### src/rtl/mem_loader_pkg.sv
// mem_loader_pkg: shared types and constants for the memory loader.
//   state_e          - loader FSM states
//   DefaultDigiAddr  - default address of the digit peripheral register
//   LaneFirst/Last   - byte-lane indices within a packed word (lane 0 = [31:24])
//   lane_shift()     - left-shift amount that places a byte into a lane
package mem_loader_pkg;

    typedef enum logic [2:0] {
        StIdle,
        StPack,
        StWrite,
        StVerify,
        StReport,
        StDone
    } state_e;

    localparam logic [31:0] DefaultDigiAddr = 32'h4000_0010;

    localparam logic [1:0] LaneFirst = 2'd0;
    localparam logic [1:0] LaneLast  = 2'd3;

    // Big-endian packing: lane 0 lands in [31:24], lane 3 in [7:0].
    function automatic logic [4:0] lane_shift(input logic [1:0] lane);
        return 5'd24 - {lane, 3'b000};
    endfunction

endpackage

### src/rtl/mem_loader_if.sv
// mem_loader_if: single-cycle data-memory port shared through the bus mux.
//   Address    - byte address
//   Write_data - write data
//   MemWrite   - write strobe
//   MemRead    - read strobe
//   Read_data  - read data, combinational from memory in the same cycle
// Modports: master (bus initiator), slave (memory side).
interface mem_loader_if;

    logic [31:0] Address;
    logic [31:0] Write_data;
    logic        MemWrite;
    logic        MemRead;
    logic [31:0] Read_data;

    modport master (
        output Address,
        output Write_data,
        output MemWrite,
        output MemRead,
        input  Read_data
    );

    modport slave (
        input  Address,
        input  Write_data,
        input  MemWrite,
        input  MemRead,
        output Read_data
    );

endinterface

### src/rtl/mem_loader_word_packer.sv
// word_packer: packs a byte stream big-endian into 32-bit words.
//   clk, reset - clock and synchronous active-high reset
//   clear      - drop any partial word and restart at lane 0
//   load       - accept byte_in into the current lane this cycle
//   byte_in    - stream byte
//   last       - byte_in is the final byte of the stream
//   word       - packed word including the byte being loaded this cycle
//   word_full  - the byte being loaded completes the word (lane 3 or last)
// Lanes not yet filled stay zero, so a word closed early by last is zero-padded.
module word_packer
    import mem_loader_pkg::*;
(
    input  logic        clk,
    input  logic        reset,
    input  logic        clear,
    input  logic        load,
    input  logic [7:0]  byte_in,
    input  logic        last,
    output logic [31:0] word,
    output logic        word_full
);

    logic [1:0]  lane_q;
    logic [31:0] pack_q;

    // Merge the incoming byte combinationally so the write can issue in the next cycle.
    always_comb begin
        word = pack_q;
        if (load) begin
            word = pack_q | (32'(byte_in) << lane_shift(lane_q));
        end
    end

    assign word_full = load && ((lane_q == LaneLast) || last);

    always_ff @(posedge clk) begin
        if (reset || clear) begin
            lane_q <= LaneFirst;
            pack_q <= '0;
        end else if (load) begin
            if (word_full) begin
                lane_q <= LaneFirst;
                pack_q <= '0;
            end else begin
                lane_q <= lane_q + 2'd1;
                pack_q <= word;
            end
        end
    end

endmodule

### src/rtl/mem_loader.sv
// mem_loader: fills data memory from a byte stream, then reports the word count.
//   clk, reset   - clock and synchronous active-high reset
//   start        - pulse to begin a load (ignored while busy)
//   byte_in/byte_valid/byte_last/byte_ready - byte stream handshake
//   bus          - data-memory port (mem_loader_if.master)
//   busy         - load in progress
//   done         - one-cycle pulse on completion
//   error        - sticky: overflow or verify mismatch; cleared by start
//   word_count   - words written in the current or last load
// Optional: define LOADER_VERIFY_EN to read back each written word and compare.
// All outputs are registered.
module mem_loader
    import mem_loader_pkg::*;
#(
    parameter logic [31:0] BASE_ADDR      = 32'h0000_0000,
    parameter int unsigned WORD_COUNT_MAX = 512,
    parameter logic [31:0] DIGI_ADDR      = DefaultDigiAddr
) (
    input  logic                clk,
    input  logic                reset,
    input  logic                start,
    input  logic [7:0]          byte_in,
    input  logic                byte_valid,
    input  logic                byte_last,
    output logic                byte_ready,
    mem_loader_if.master        bus,
    output logic                busy,
    output logic                done,
    output logic                error,
    output logic [9:0]          word_count
);

    localparam logic [9:0] MaxCount = 10'(WORD_COUNT_MAX);

    state_e      state;
    logic        last_q;
    logic        load;
    logic        word_full;
    logic [31:0] word;

    assign load = byte_valid && byte_ready;

    word_packer u_packer (
        .clk       (clk),
        .reset     (reset),
        .clear     (state == StIdle),
        .load      (load),
        .byte_in   (byte_in),
        .last      (byte_last),
        .word      (word),
        .word_full (word_full)
    );

`ifdef LOADER_VERIFY_EN
    logic [31:0] word_q;
`else
    logic unused_read;
    assign unused_read = ^bus.Read_data;
    assign bus.MemRead = 1'b0;
`endif

    always_ff @(posedge clk) begin
        if (reset) begin
            state          <= StIdle;
            last_q         <= 1'b0;
            byte_ready     <= 1'b0;
            bus.Address    <= '0;
            bus.Write_data <= '0;
            bus.MemWrite   <= 1'b0;
            busy           <= 1'b0;
            done           <= 1'b0;
            error          <= 1'b0;
            word_count     <= '0;
`ifdef LOADER_VERIFY_EN
            bus.MemRead    <= 1'b0;
            word_q         <= '0;
`endif
        end else begin
            unique case (state)
                StIdle: begin
                    done <= 1'b0;
                    if (start) begin
                        state      <= StPack;
                        byte_ready <= 1'b1;
                        busy       <= 1'b1;
                        word_count <= '0;
                        error      <= 1'b0;
                    end
                end

                StPack: begin
                    if (word_full) begin
                        if (word_count == MaxCount) begin
                            // Memory full: discard the word, keep draining until last.
                            error <= 1'b1;
                            if (byte_last) begin
                                state          <= StReport;
                                byte_ready     <= 1'b0;
                                bus.MemWrite   <= 1'b1;
                                bus.Address    <= DIGI_ADDR;
                                bus.Write_data <= {22'b0, word_count};
                            end
                        end else begin
                            state          <= StWrite;
                            byte_ready     <= 1'b0;
                            last_q         <= byte_last;
                            bus.MemWrite   <= 1'b1;
                            bus.Address    <= BASE_ADDR + {20'b0, word_count, 2'b00};
                            bus.Write_data <= word;
`ifdef LOADER_VERIFY_EN
                            word_q         <= word;
`endif
                        end
                    end
                end

                StWrite: begin
                    word_count <= word_count + 10'd1;
`ifdef LOADER_VERIFY_EN
                    // Address is held for the read-back.
                    state          <= StVerify;
                    bus.MemWrite   <= 1'b0;
                    bus.MemRead    <= 1'b1;
                    bus.Write_data <= '0;
`else
                    if (last_q) begin
                        state          <= StReport;
                        bus.MemWrite   <= 1'b1;
                        bus.Address    <= DIGI_ADDR;
                        bus.Write_data <= {22'b0, word_count + 10'd1};
                    end else begin
                        state          <= StPack;
                        byte_ready     <= 1'b1;
                        bus.MemWrite   <= 1'b0;
                        bus.Address    <= '0;
                        bus.Write_data <= '0;
                    end
`endif
                end

`ifdef LOADER_VERIFY_EN
                StVerify: begin
                    bus.MemRead <= 1'b0;
                    if (bus.Read_data != word_q) begin
                        error <= 1'b1;
                    end
                    if (last_q) begin
                        state          <= StReport;
                        bus.MemWrite   <= 1'b1;
                        bus.Address    <= DIGI_ADDR;
                        bus.Write_data <= {22'b0, word_count};
                    end else begin
                        state          <= StPack;
                        byte_ready     <= 1'b1;
                        bus.Address    <= '0;
                        bus.Write_data <= '0;
                    end
                end
`endif

                StReport: begin
                    state          <= StDone;
                    bus.MemWrite   <= 1'b0;
                    bus.Address    <= '0;
                    bus.Write_data <= '0;
                    busy           <= 1'b0;
                    done           <= 1'b1;
                end

                StDone: begin
                    state <= StIdle;
                    done  <= 1'b0;
                end

                default: begin
                    state <= StIdle;
                end
            endcase
        end
    end

endmodule

### src/flat_wrapper.sv
// flat-port wrapper written by rule: the top's interface ports become plain ports
module mem_loader_flat import mem_loader_pkg::*;
#(
    parameter logic [31:0] BASE_ADDR      = 32'h0000_0000,
    parameter int unsigned WORD_COUNT_MAX = 512,
    parameter logic [31:0] DIGI_ADDR      = DefaultDigiAddr
)
  (clk, reset, start, byte_in, byte_valid, byte_last, byte_ready, busy, done, error, word_count, bus_Address, bus_Write_data, bus_MemWrite, bus_MemRead, bus_Read_data);
  mem_loader_if bus_i ();
  input  logic clk;
  input  logic reset;
  input  logic start;
  input  logic [7:0] byte_in;
  input  logic byte_valid;
  input  logic byte_last;
  output logic byte_ready;
  output logic busy;
  output logic done;
  output logic error;
  output logic [9:0] word_count;
  output wire logic [$bits(bus_i.Address)-1:0] bus_Address;
  output wire logic [$bits(bus_i.Write_data)-1:0] bus_Write_data;
  output wire logic [$bits(bus_i.MemWrite)-1:0] bus_MemWrite;
  output wire logic [$bits(bus_i.MemRead)-1:0] bus_MemRead;
  input wire logic [$bits(bus_i.Read_data)-1:0] bus_Read_data;
  assign bus_Address = bus_i.Address;
  assign bus_Write_data = bus_i.Write_data;
  assign bus_MemWrite = bus_i.MemWrite;
  assign bus_MemRead = bus_i.MemRead;
  assign bus_i.Read_data = bus_Read_data;
  mem_loader #(.BASE_ADDR(BASE_ADDR), .WORD_COUNT_MAX(WORD_COUNT_MAX), .DIGI_ADDR(DIGI_ADDR)) u_core (.clk(clk), .reset(reset), .start(start), .byte_in(byte_in), .byte_valid(byte_valid), .byte_last(byte_last), .byte_ready(byte_ready), .bus(bus_i), .busy(busy), .done(done), .error(error), .word_count(word_count));
endmodule
### config.mk
export PLATFORM = sky130hd
export DESIGN_NAME = mem_loader_flat
export DESIGN_NICKNAME = d
export VERILOG_FILES = /design/src/rtl/mem_loader_pkg.sv /design/src/rtl/mem_loader_if.sv /design/src/rtl/mem_loader_word_packer.sv /design/src/rtl/mem_loader.sv /design/src/flat_wrapper.sv
export SDC_FILE = /design/constraint.sdc
export NUM_CORES = 1
export LEC_CHECK = 0
export CAP_MARGIN = 40
export CORE_AREA = 2 2 112 114
export DETAILED_ROUTE_END_ITERATION = 10
export DIE_AREA = 0 0 114 116
export GPL_TIMING_DRIVEN = 0
export HOLD_SLACK_MARGIN = 0.05
export PLACE_DENSITY = 0.6
export REMOVE_ABC_BUFFERS = 1
export SYNTH_ARGS = -nofsm -noshare
export SYNTH_HDL_FRONTEND = slang
export SYNTH_SLANG_ARGS = --single-unit
### constraint.sdc
create_clock -name clk -period 2.7 [get_ports clk]
set_input_delay 0.81 -clock clk [delete_from_list [all_inputs] [get_ports clk]]
set_output_delay 0.81 -clock clk [all_outputs]
set_load 0.005 [all_outputs]
Word-level counts from Yosys, hierarchy flattened
Cells that the tools add are included.
{"block": "word_totals", "register_bits": 117, "input_bits": 45, "output_inout_bits": 80, "elab_cells": 86}
{"block": "op_classes", "addsub": 3, "eq_ne": 11, "shift": 1, "n_mux": 38, "bitwise": 2, "n_reduce_logical": 19}
{"op": "32-bit two-way mux", "n": 8}
{"op": "32-bit one-hot mux with 3 select lines", "n": 2}
{"op": "32-bit bitwise OR", "n": 1}
{"op": "8-bit by 5-bit << shifter with 32-bit output", "n": 1}
{"op": "31-bit two-way mux", "n": 1}
{"op": "10-bit two-way mux", "n": 2}
{"op": "10-bit one-hot mux with 2 select lines", "n": 1}
{"op": "3-bit two-way mux", "n": 5}
{"op": "1-bit two-way mux", "n": 12}
{"op": "3-bit one-hot mux with 4 select lines", "n": 1}
{"op": "10-bit by 1-bit adder with 10-bit output, second input constant", "n": 1}
{"op": "10-bit == test, second input constant", "n": 1}
{"op": "3-bit AND reduction", "n": 3}
{"op": "2-bit nonzero test", "n": 4}
{"op": "3-bit == test, second input constant", "n": 2}
{"op": "2-bit != test, second input constant", "n": 3}
{"op": "1-bit one-hot mux with 2 select lines", "n": 3}
{"op": "1-bit one-hot mux with 3 select lines", "n": 2}
{"op": "3-bit nonzero test", "n": 2}
{"op": "5-bit AND reduction", "n": 1}
{"op": "5-bit subtractor, first input constant", "n": 1}
{"op": "2-bit AND reduction", "n": 2}
{"op": "4-bit AND reduction", "n": 1}
{"op": "3-bit by 1-bit == test with 1-bit output, second input constant", "n": 1}
{"op": "other kinds (11)", "n": 13}

Longest topological paths before layout
Gate-level depths: netlist (run 1).
{"block": "logic_depth", "ltp_word": 7, "depth_mapped": 9, "ltp_nobuf": 7}

By module
From an unflattened synthesis (run 1), not the netlist that was laid out.
{"block": "unflattened", "cells_unflattened": 514, "area_unflattened_um2": 4616.9}
{"module": "mem_loader", "n_inst": 1, "cells_each": 334, "area_per_inst_um2": 3026.7, "seq_area_each_um2": 1241.2}
{"module": "word_packer", "n_inst": 1, "cells_each": 180, "area_per_inst_um2": 1590.3, "seq_area_each_um2": 680.7}

Worst setup path after synthesis (run 1)
Ideal clock, no wire load.
{"block": "synth_timing", "path_type": "input port to flip-flop", "startpoint": "input byte_last", "endpoint": "register u_core.bus.Write_data[2]", "setup_ns": 0.128, "t_arrival_ns": 1.926, "required_ns": 2.572, "path_slack_ns": 0.647, "stages": 7, "path_buffers": 2, "path_cell_list": "o211a_1 -> and2_1 -> buf_2 -> a21oi_4 -> buf_6 -> mux2i_1 -> nor2_1"}
{"block": "synth_via", "elab_chain_len": 4, "word_cells_on_any_way": 5, "cone_classes": "eq/ne: 2; reduce/logical: 3"}
{"item": "start: declaration", "line": "flat_wrapper.sv:15", "rtl": "input logic byte_last;"}
{"item": "1-bit logical OR", "line": "mem_loader_word_packer.sv:34", "rtl": "assign word_full = load && ((lane_q == LaneLast) || last);"}
{"item": "1-bit logical AND", "line": "mem_loader_word_packer.sv:34"}
{"item": "2-bit != test (no source line)"}
{"item": "3-bit AND reduction (no source line) (*)"}
{"item": "end signal: assignment", "line": "mem_loader.sv:101", "rtl": "bus.Write_data <= {22'b0, word_count};"}
{"item": "end signal: assignment", "line": "mem_loader.sv:109", "rtl": "bus.Write_data <= word;"}
{"item": "end signal: assignment", "line": "mem_loader.sv:130", "rtl": "bus.Write_data <= {22'b0, word_count + 10'd1};"}
{"item": "end: declaration", "line": "mem_loader_if.sv:18", "rtl": "output Write_data,"}
Mark *: on every way between the ends. The rest lies on a longest branch, timed or not.
A chain may end at the register's enable or synchronous reset.

Worst setup path in the final report (run 1)
{"block": "layout_timing", "startpoint": "register u_core.state[1]", "endpoint": "register u_core.bus.Write_data[6]"}
{"block": "layout_via", "elab_chain_len": 3, "word_cells_on_any_way": 8, "cone_classes": "eq/ne: 5; mux: 1; reduce/logical: 2"}
{"item": "start: declaration", "line": "mem_loader.sv:35", "rtl": "state_e state;"}
{"item": "start signal: assignment", "line": "mem_loader.sv:64", "rtl": "state <= StIdle;"}
{"item": "start signal: assignment", "line": "mem_loader.sv:83", "rtl": "state <= StPack;"}
{"item": "start signal: assignment", "line": "mem_loader.sv:97", "rtl": "state <= StReport;"}
{"item": "3-bit by 1-bit == test with 1-bit output, or another cell as far along", "line": "mem_loader.sv:79", "rtl": "unique case (state)"}
{"item": "3-bit != test (no source line), or another cell as far along"}
{"item": "3-bit AND reduction (no source line)"}
Several ways; a longest one is shown, not always the timed one.

==> implementation parameters, run 1 <==
Parameter                              Value

Timing
  Slew of the pin with the lowest slew margin ... a little under 0.9 ns
  Worst hold slack ... 0.450 ns
  Min Clock Period, post-route ... ~2.5 ns
  Share of the clock period used by the worst path ... 0.925
  Unrepaired setup endpoints after global routing ... false
  Final max-slew violation count ... 0
  Sum of negative setup slack ... 0 ns
  Final setup violating endpoints ... 0
  Fmax ... roughly 400 MHz
  Final-report hold violation count ... 0
  Final worst clock skew ... roughly 0.0066 ns
  Worst relative slew slack ... 0.404

Critical path
  Crit-path most repeated cell ... a211oi_1
  Element type at the critical path start ... flip-flop
  Instance count on the critical path ... 6
  Slowest cell on crit path ... dfxtp_1
  FF-to-FF End ... u_core.bus.Write_data[6]
  Worst path max stage delay ... 0.86 ns
  Ordered cell list for the critical path ... xnor2_1 > nor2_4 > buf_16 > nor3_1 > a211oi_1 > a211oi_1
  Buffering stage count on the worst path with inverters included ... 1
  Cell count of the worst reg-to-reg path ... 6
  WS Path Type ... reg -> reg
  Critical path data required time ... 2.91 ns
  Biggest fanout along the worst timing path ... 23
  Startpoint of the worst setup timing path ... u_core.state[1]
  Reg2Reg Setup Slack ... around 0.20 ns
  Kind of end point of the critical path ... flip-flop
  Critical R2R Launch ... u_core.state[1]
  Cell family with most CP delay ... flip-flops
  Arrival time of the worst setup path ... ~2.7 ns

Finish
  Net total in the final layout ... 577
  FF/Latch Area ... 0.00192 mm^2
  Number of standard cells in the final layout excluding fillers ... 681
  Layout cell share with drive strength beyond 1 ... 0.0730
  Area growth from synthesis to layout ... 27.5%
  Filler cell count in the final layout ... 1,162
  # diodes ... 0
  Final instance area ... 0.00529 mm^2
  Area occupied by multi-input gates ... 0.00194 mm^2

Drt
  Drt first pass iters ... 4
  Number of remaining DRC errors ... 0
  Number of antenna-violating nets in the routed design ... 0
  Highest routed metal layer ... met4
  Final Routed Wirelength ... 10,500 um
  Met3 WL post-DR ... 515 um
  Met2 wirelength from detailed routing ... 4730 um
  Via count ... 3,540
  Detail-routed via count per cell ... 5.20
  Drt wl/cell ... 15.3 um
  Iteration-0 DRC count of the detailed router ... 128
  Met1 Wirelength ... ~5100 um

Global route
  Maximum number of pins on one net before global-route repair ... 44
  Global-route congestion overflow total ... 0
  Global routing usage summed across all routing layers ... 0.158
  Number of antenna violations at the first check in global routing ... 0
  Wire length of the first global-routing pass ... 16,900 um
  Via count of the first global-routing pass ... 3,286

Synthesis
  #FFs+latches synth ... 96
  Simple-gate portion of the synthesized area ... 0.217
  Primary FF master, synth ... dfxtp_1
  Instance count of the mapped netlist ... 478
  Number of synthesized flops with an enable pin ... 0
  Yosys cell types ... 48
  Largest family of logic cells by synthesized area ... simple AND/OR/NAND/NOR gates
  Mean area per synthesized cell ... 8.67 um^2
  Yosys Warn Count ... 0
  Share of synthesized cell area in full adder, half adder and majority cells ... 0.00906
  Share of the synthesized area in compound gates (AO/OA/AOI/OAI) ... 0.173
  Part of the Yosys area used for sequential elements ... 0.464
  Cell area after synthesis ... 0.00415 mm^2
  Async set-or-reset flop fraction in the synthesized netlist ... 0
  Multiplexer fraction of the synthesized cell area ... 0.0244
  XOR/XNOR share of the synthesized area ... 0.0211

Power and ir drop
  Worst IR drop on VDD ... roughly 290 uV
  Leakage power of the design ... 1.88 nW
  Power density relative to cell area ... ~570 mW/mm^2
  Total power of the final layout ... around 3.0 mW

Worst hold path
  Terminating pin of the worst hold path ... u_core.bus.Address[5]
  Path type of the worst min-delay path ... reg -> reg
  Number of stages on the worst hold path ... 2
  Beginning of the worst hold path ... u_core.bus.Address[5]

Place
  Number of placed instances with taps included ... 663
  Final estimated routing congestion in global placement ... 0.766
  DP Area ... 0.00494 mm^2
  Number of buffers added on ports ... 70
  Detailed Place HPWL ... 7200 um

Job
  Max-capacitance violation count ... 0

Floorplan
  Area of the core region ... 0.0119 mm^2
  Row count ... 40
  Die area ... 0.0132 mm^2
  Die H ... 116 um
  Die Wd ... 114 um
  I/O Pins ... 125
  Starting density of the core ... 0.348

Clock network
  Clock transition at the registers of the reported paths ... approximately 0.070 ns
  Buffer type at the clock tree root ... clkbuf_16
  Maximum clock path buffer count ... 2
  Post-CTS Hold Buffers ... 0
  CTS tree ... done
  Count of H-tree levels built during CTS ... 3
  Number of CTS-inserted buffers ... 9
  Sink Count ... 96
  Clk Latency, worst-skew pair ... 0.34 ns

Outcome
  Result of the run ... finished, final reports clean
-- cell families (layout without fill, tap and decap cells) --
family / Yosys count / count (layout)
flip-flops: 96 / 96
other: 1 / 22
multiplexers: 10 / 10
buffers and inverters: 74 / 109
adder cells (fa/ha/maj): 3 / 3
XOR/XNOR: 10 / 10
AND/OR/NAND/NOR: 164 / 164
AO/OA/AOI/OAI: 120 / 120
-- state kept, by name, summed over array words and instances, names as in the netlist --
register and cells:
u_core.bus.Write_data 32, u_core.u_packer.lane_q 2, u_core.last_q 1, u_core.done 1, u_core.error 1, u_core.word_count 10, u_core.busy 1, u_core.bus.Address 11
u_core.byte_ready 1, u_core.state 3, u_core.u_packer.pack_q 32, u_core.bus.MemWrite 1
-- final cells by class --
type,instances,area share
inverters,13,0.00923
well taps,147,0.0348
flip-flops and latches,96,0.364
repair buffers,80,0.164
clock buffers,10,0.0452
multi-input cells,329,0.366
clock inverters,6,0.0170
-- what timing repair did --
action / in CTS / in global routing
setup endpoints to repair: 28 / 2
setup buffers: 2 / 0
pin swaps: 1 / 0
gates cloned: 0 / 0
resized for setup: 1 / 1
-- layer usage --
| layer | global-route usage | vias to the layer above |
|---|---|---|
| met5 | 0 | - |
| met4 | 0.0455 | 0 |
| li1 | - | 1747 |
| met3 | 0.0350 | 13 |
| met2 | 0.240 | 97 |
| met1 | 0.227 | 1683 |
-- metrics by stage --
step,setup slack [ns],utilization
2_1_floorplan,0.132,-
3_3_place_gp,-1.46,0.401
3_5_place_dp,-0.679,0.415
4_1_cts,0.106,0.444
5_1_grt,0.0624,0.444
6_report,0.203,0.444
-- layout by cell type (no fill, tap or decap), types with 4 or more instances in the layout --
cell and n:
dfxtp_1 96, nor2_1 78, a21oi_1 77, clkdlybuf4s50_1 69
nor4b_1 25, conb_1 22, nor3_1 15, inv_1 13
nand2_1 12, a211oi_1 12, mux2i_1 9, clkbuf_16 9
xnor2_1 8, o21ai_0 7, nand3_1 6, and3_1 4
a221oi_1 4, buf_16 4
-- how the worst max path moves through the flow --
stage	to	slack, ns
after floorplan	u_core.bus.Write_data[0]	0.13
after global placement	u_core.u_packer.pack_q[18]	-1.46
after detailed placement	u_core.bus.Write_data[8]	-0.68
after CTS	u_core.bus.Write_data[8]	0.11
after global routing	u_core.bus.Write_data[8]	0.06
final	u_core.bus.Write_data[6]	0.20
-- cells in the mapped netlist, drive strengths merged, types with 3 or more instances --
cell type | number | share of area
and3 | 4 | 0.0060
a21oi | 78 | 0.097
a221oi | 4 | 0.0085
clkbuf | 26 | 0.024
o32ai | 3 | 0.0063
a31oi | 3 | 0.0045
nand4b | 4 | 0.010
dfxtp | 96 | 0.46
nor3 | 16 | 0.021
nand3 | 6 | 0.0072
a211oi | 12 | 0.022
buf | 35 | 0.056
ha | 3 | 0.0091
nand4 | 3 | 0.0045
mux2i | 9 | 0.022
nor2 | 79 | 0.072
nand2 | 12 | 0.011
inv | 13 | 0.012
a31o | 4 | 0.0085
nor2b | 3 | 0.0045
xnor2 | 8 | 0.017
nor4b | 26 | 0.059
o21ai | 8 | 0.0097
or3 | 3 | 0.0045
-- power by group --
part           switching, mW  internal, mW
clock                  0.563         0.844
sequential            0.0123          1.43
combinational         0.0873        0.0628
-- worst register-to-register path, stage by stage, from the launching register on --
cell      delay [ns]
dfxtp_1         0.86
xnor2_1         0.25
nor2_4          0.53
buf_16          0.24
nor3_1          0.07
a211oi_1        0.34
a211oi_1        0.08
Note: power is estimated with default switching activity, not from simulation.
==> run 2: changes to the inputs <==
Settings changed: GPL_ROUTABILITY_DRIVEN from default to 0.
==> results of run 2 <==
Final layout, timing and power as in run 1 (identical DEF).
==> run 3: changes to the inputs <==
Settings changed: CTS_BUF_LIST from default to sky130_fd_sc_hd__clkbuf_8.
==> run 3 against run 2 <==
Effect of this change:
- clock-buffer cell count did not move
- setup slack lost 0.064 ns
- clock skew rose by 0.0028 ns
- worst hold slack better by 0.0049 ns
- sequential power about the same
- power down 11%
- sequential cell count stayed put
- combinational power is essentially flat
- register-to-register slack about the same
- core utilization is 0.69 points lower
- cell count up 0.15%
- global-route usage is essentially flat
- largest cell class unchanged
==> implementation parameters, run 3 (same netlist as run 1, synthesis figures left out) <==
Parameter                              Value

Outcome
  Result of the run ... finished, final reports clean

Critical path
  WS Path Type ... in -> reg
  Cell family with most CP delay ... buffers and inverters
  Slowest cell on crit path ... clkdlybuf4s50_1
  Critical R2R Launch ... u_core.state[1]
  Buffering stage count on the worst path with inverters included ... 2
  Crit-path most repeated cell ... a211oi_1
  Startpoint of the worst setup timing path ... byte_last
  Element type at the critical path start ... input port
  Critical path data required time ... 2.94 ns
  Ordered cell list for the critical path ... clkdlybuf4s50_1 > o211a_1 > and2_2 > a21oi_4 > buf_16 > a211oi_1 > a211oi_1
  Kind of end point of the critical path ... flip-flop
  Biggest fanout along the worst timing path ... 27
  Worst path max stage delay ... 0.60 ns
  Arrival time of the worst setup path ... 2.80 ns

Drt
  Final Routed Wirelength ... 10,400 um
  Detail-routed via count per cell ... ~5.2
  Drt first pass iters ... 4
  Number of remaining DRC errors ... 0
  Via count ... 3,528
  Number of antenna-violating nets in the routed design ... 0
  Iteration-0 DRC count of the detailed router ... 136
  Drt wl/cell ... 15.3 um

Worst hold path
  Path type of the worst min-delay path ... reg -> reg
  Beginning of the worst hold path ... u_core.bus.Address[5]

Global route
  Number of antenna violations at the first check in global routing ... 0
  Global-route congestion overflow total ... 0
  Global routing usage summed across all routing layers ... 0.159
  Maximum number of pins on one net before global-route repair ... 44
  Wire length of the first global-routing pass ... ~17,000 um
  Via count of the first global-routing pass ... ~3.3k

Clock network
  Sink Count ... 96
  Post-CTS Hold Buffers ... 0
  Maximum clock path buffer count ... 2
  Buffer type at the clock tree root ... clkbuf_8
  Clk Latency, worst-skew pair ... 0.37 ns
  Clock transition at the registers of the reported paths ... roughly 0.090 ns
  Count of H-tree levels built during CTS ... 3
  CTS tree ... done
  Number of CTS-inserted buffers ... 9

Timing
  Share of the clock period used by the worst path ... 0.949
  Min Clock Period, post-route ... 2.56 ns
  Unrepaired setup endpoints after global routing ... false
  Sum of negative setup slack ... 0 ns
  Slew of the pin with the lowest slew margin ... approximately 0.87 ns
  Fmax ... 390 MHz
  Final-report hold violation count ... 0
  Final worst clock skew ... 0.00944 ns
  Final setup violating endpoints ... 0
  Worst hold slack ... roughly 0.45 ns
  Worst relative slew slack ... 0.420
  Final max-slew violation count ... 0

Job
  Max-capacitance violation count ... 0

Place
  Number of buffers added on ports ... 70
  Number of placed instances with taps included ... about 660
  Detailed Place HPWL ... 7200 um

Finish
  Most common cell after layout, fill and taps aside ... dfxtp_1
  Registers with the most flip-flops ... u_core.bus.Write_data: 32 flops, u_core.u_packer.pack_q: 32 flops, u_core.bus.Address: 11 flops
  Leading cell types in the layout, fill and taps excluded ... 96 x dfxtp_1, 78 x nor2_1, 77 x a21oi_1, 69 x clkdlybuf4s50_1, 25 x nor4b_1
  Area growth from synthesis to layout ... 25.5%
  Number of standard cells in the final layout excluding fillers ... 682
  # diodes ... 0
  Layout cell share with drive strength beyond 1 ... 0.0748
  Net total in the final layout ... between 500 and 600
  Filler cell count in the final layout ... around 1.2k

Floorplan
  Die H ... 116 um
  Die area ... 0.0132 mm^2
  I/O Pins ... roughly 130
  Row count ... 40
  Die Wd ... between 100 and 150 um
  Area of the core region ... between 0.01 and 0.015 mm^2
  Starting density of the core ... 0.348

Power and ir drop
  Power density relative to cell area ... 512 mW/mm^2
  Worst IR drop on VDD ... 241 uV
  Leakage power of the design ... 1.84 nW
  Total power of the final layout ... 2.66 mW
==> run 3: report_power, final <==
| part | internal [mW] | switching, mW |
|---|---|---|
| logic | 0.0638 | 0.0870 |
| clock network | 0.554 | 0.521 |
| registers | 1.42 | 0.0123 |
| total | 2.04 | 0.621 |
==> run 3: through the flow <==
stage	utilization	area, um^2	worst slack (ns)
6_report	0.437	5200	0.139
5_1_grt	0.437	5200	0.0262
4_1_cts	0.437	5200	0.153
3_5_place_dp	0.415	4940	-0.679
3_3_place_gp	0.401	4780	-1.46
2_1_floorplan	-	3890	0.132
==> run 3: path summary, 6_finish.rpt <==
kind | end | slack, ns | cells after the start
worst max-delay path | u_core.bus.Write_data[6] | 0.14 | 7
worst min-delay path | u_core.bus.Address[5] | 0.45 | 2
worst max register to register | u_core.bus.Write_data[6] | 0.19 | 6
worst min register to register | u_core.bus.Address[5] | 0.45 | 2
==> run 3: routing by layer <==
| metal | track usage | vias to the layer above | share of wire |
|---|---|---|---|
| met3 | 0.0350 | 15 | 0.057 |
| met2 | 0.243 | 114 | 0.46 |
| li1 | - | 1747 | - |
| met4 | 0.0431 | 0 | 0.015 |
| met1 | 0.226 | 1652 | 0.47 |
| met5 | 0 | - | 0 |
==> run 3: layout make-up <==
type	instances	area, um^2	area share
Multi-Input combinational cell	329	1940	0.372
Sequential cell	96	1920	0.369
Timing Repair Buffer	81	886	0.170
Tap cell	147	184	0.0353
Clock buffer	10	138	0.0264
Clock inverter	6	90.1	0.0173
Inverter	13	48.8	0.00938
==> run 3: worst reg2reg max path, cell delays in order, from the launching register on <==
cell and delay (ns):
dfxtp_1 0.86, xnor2_1 0.25, nor2_4 0.53, buf_16 0.24
nor3_1 0.07, a211oi_1 0.35, a211oi_1 0.08
==> run 3: what timing repair did <==
action | 4_1_cts | 5_1_grt
setup endpoints to repair | 24 | 0
resized for setup | 1 | 0
setup buffers | 3 | 0
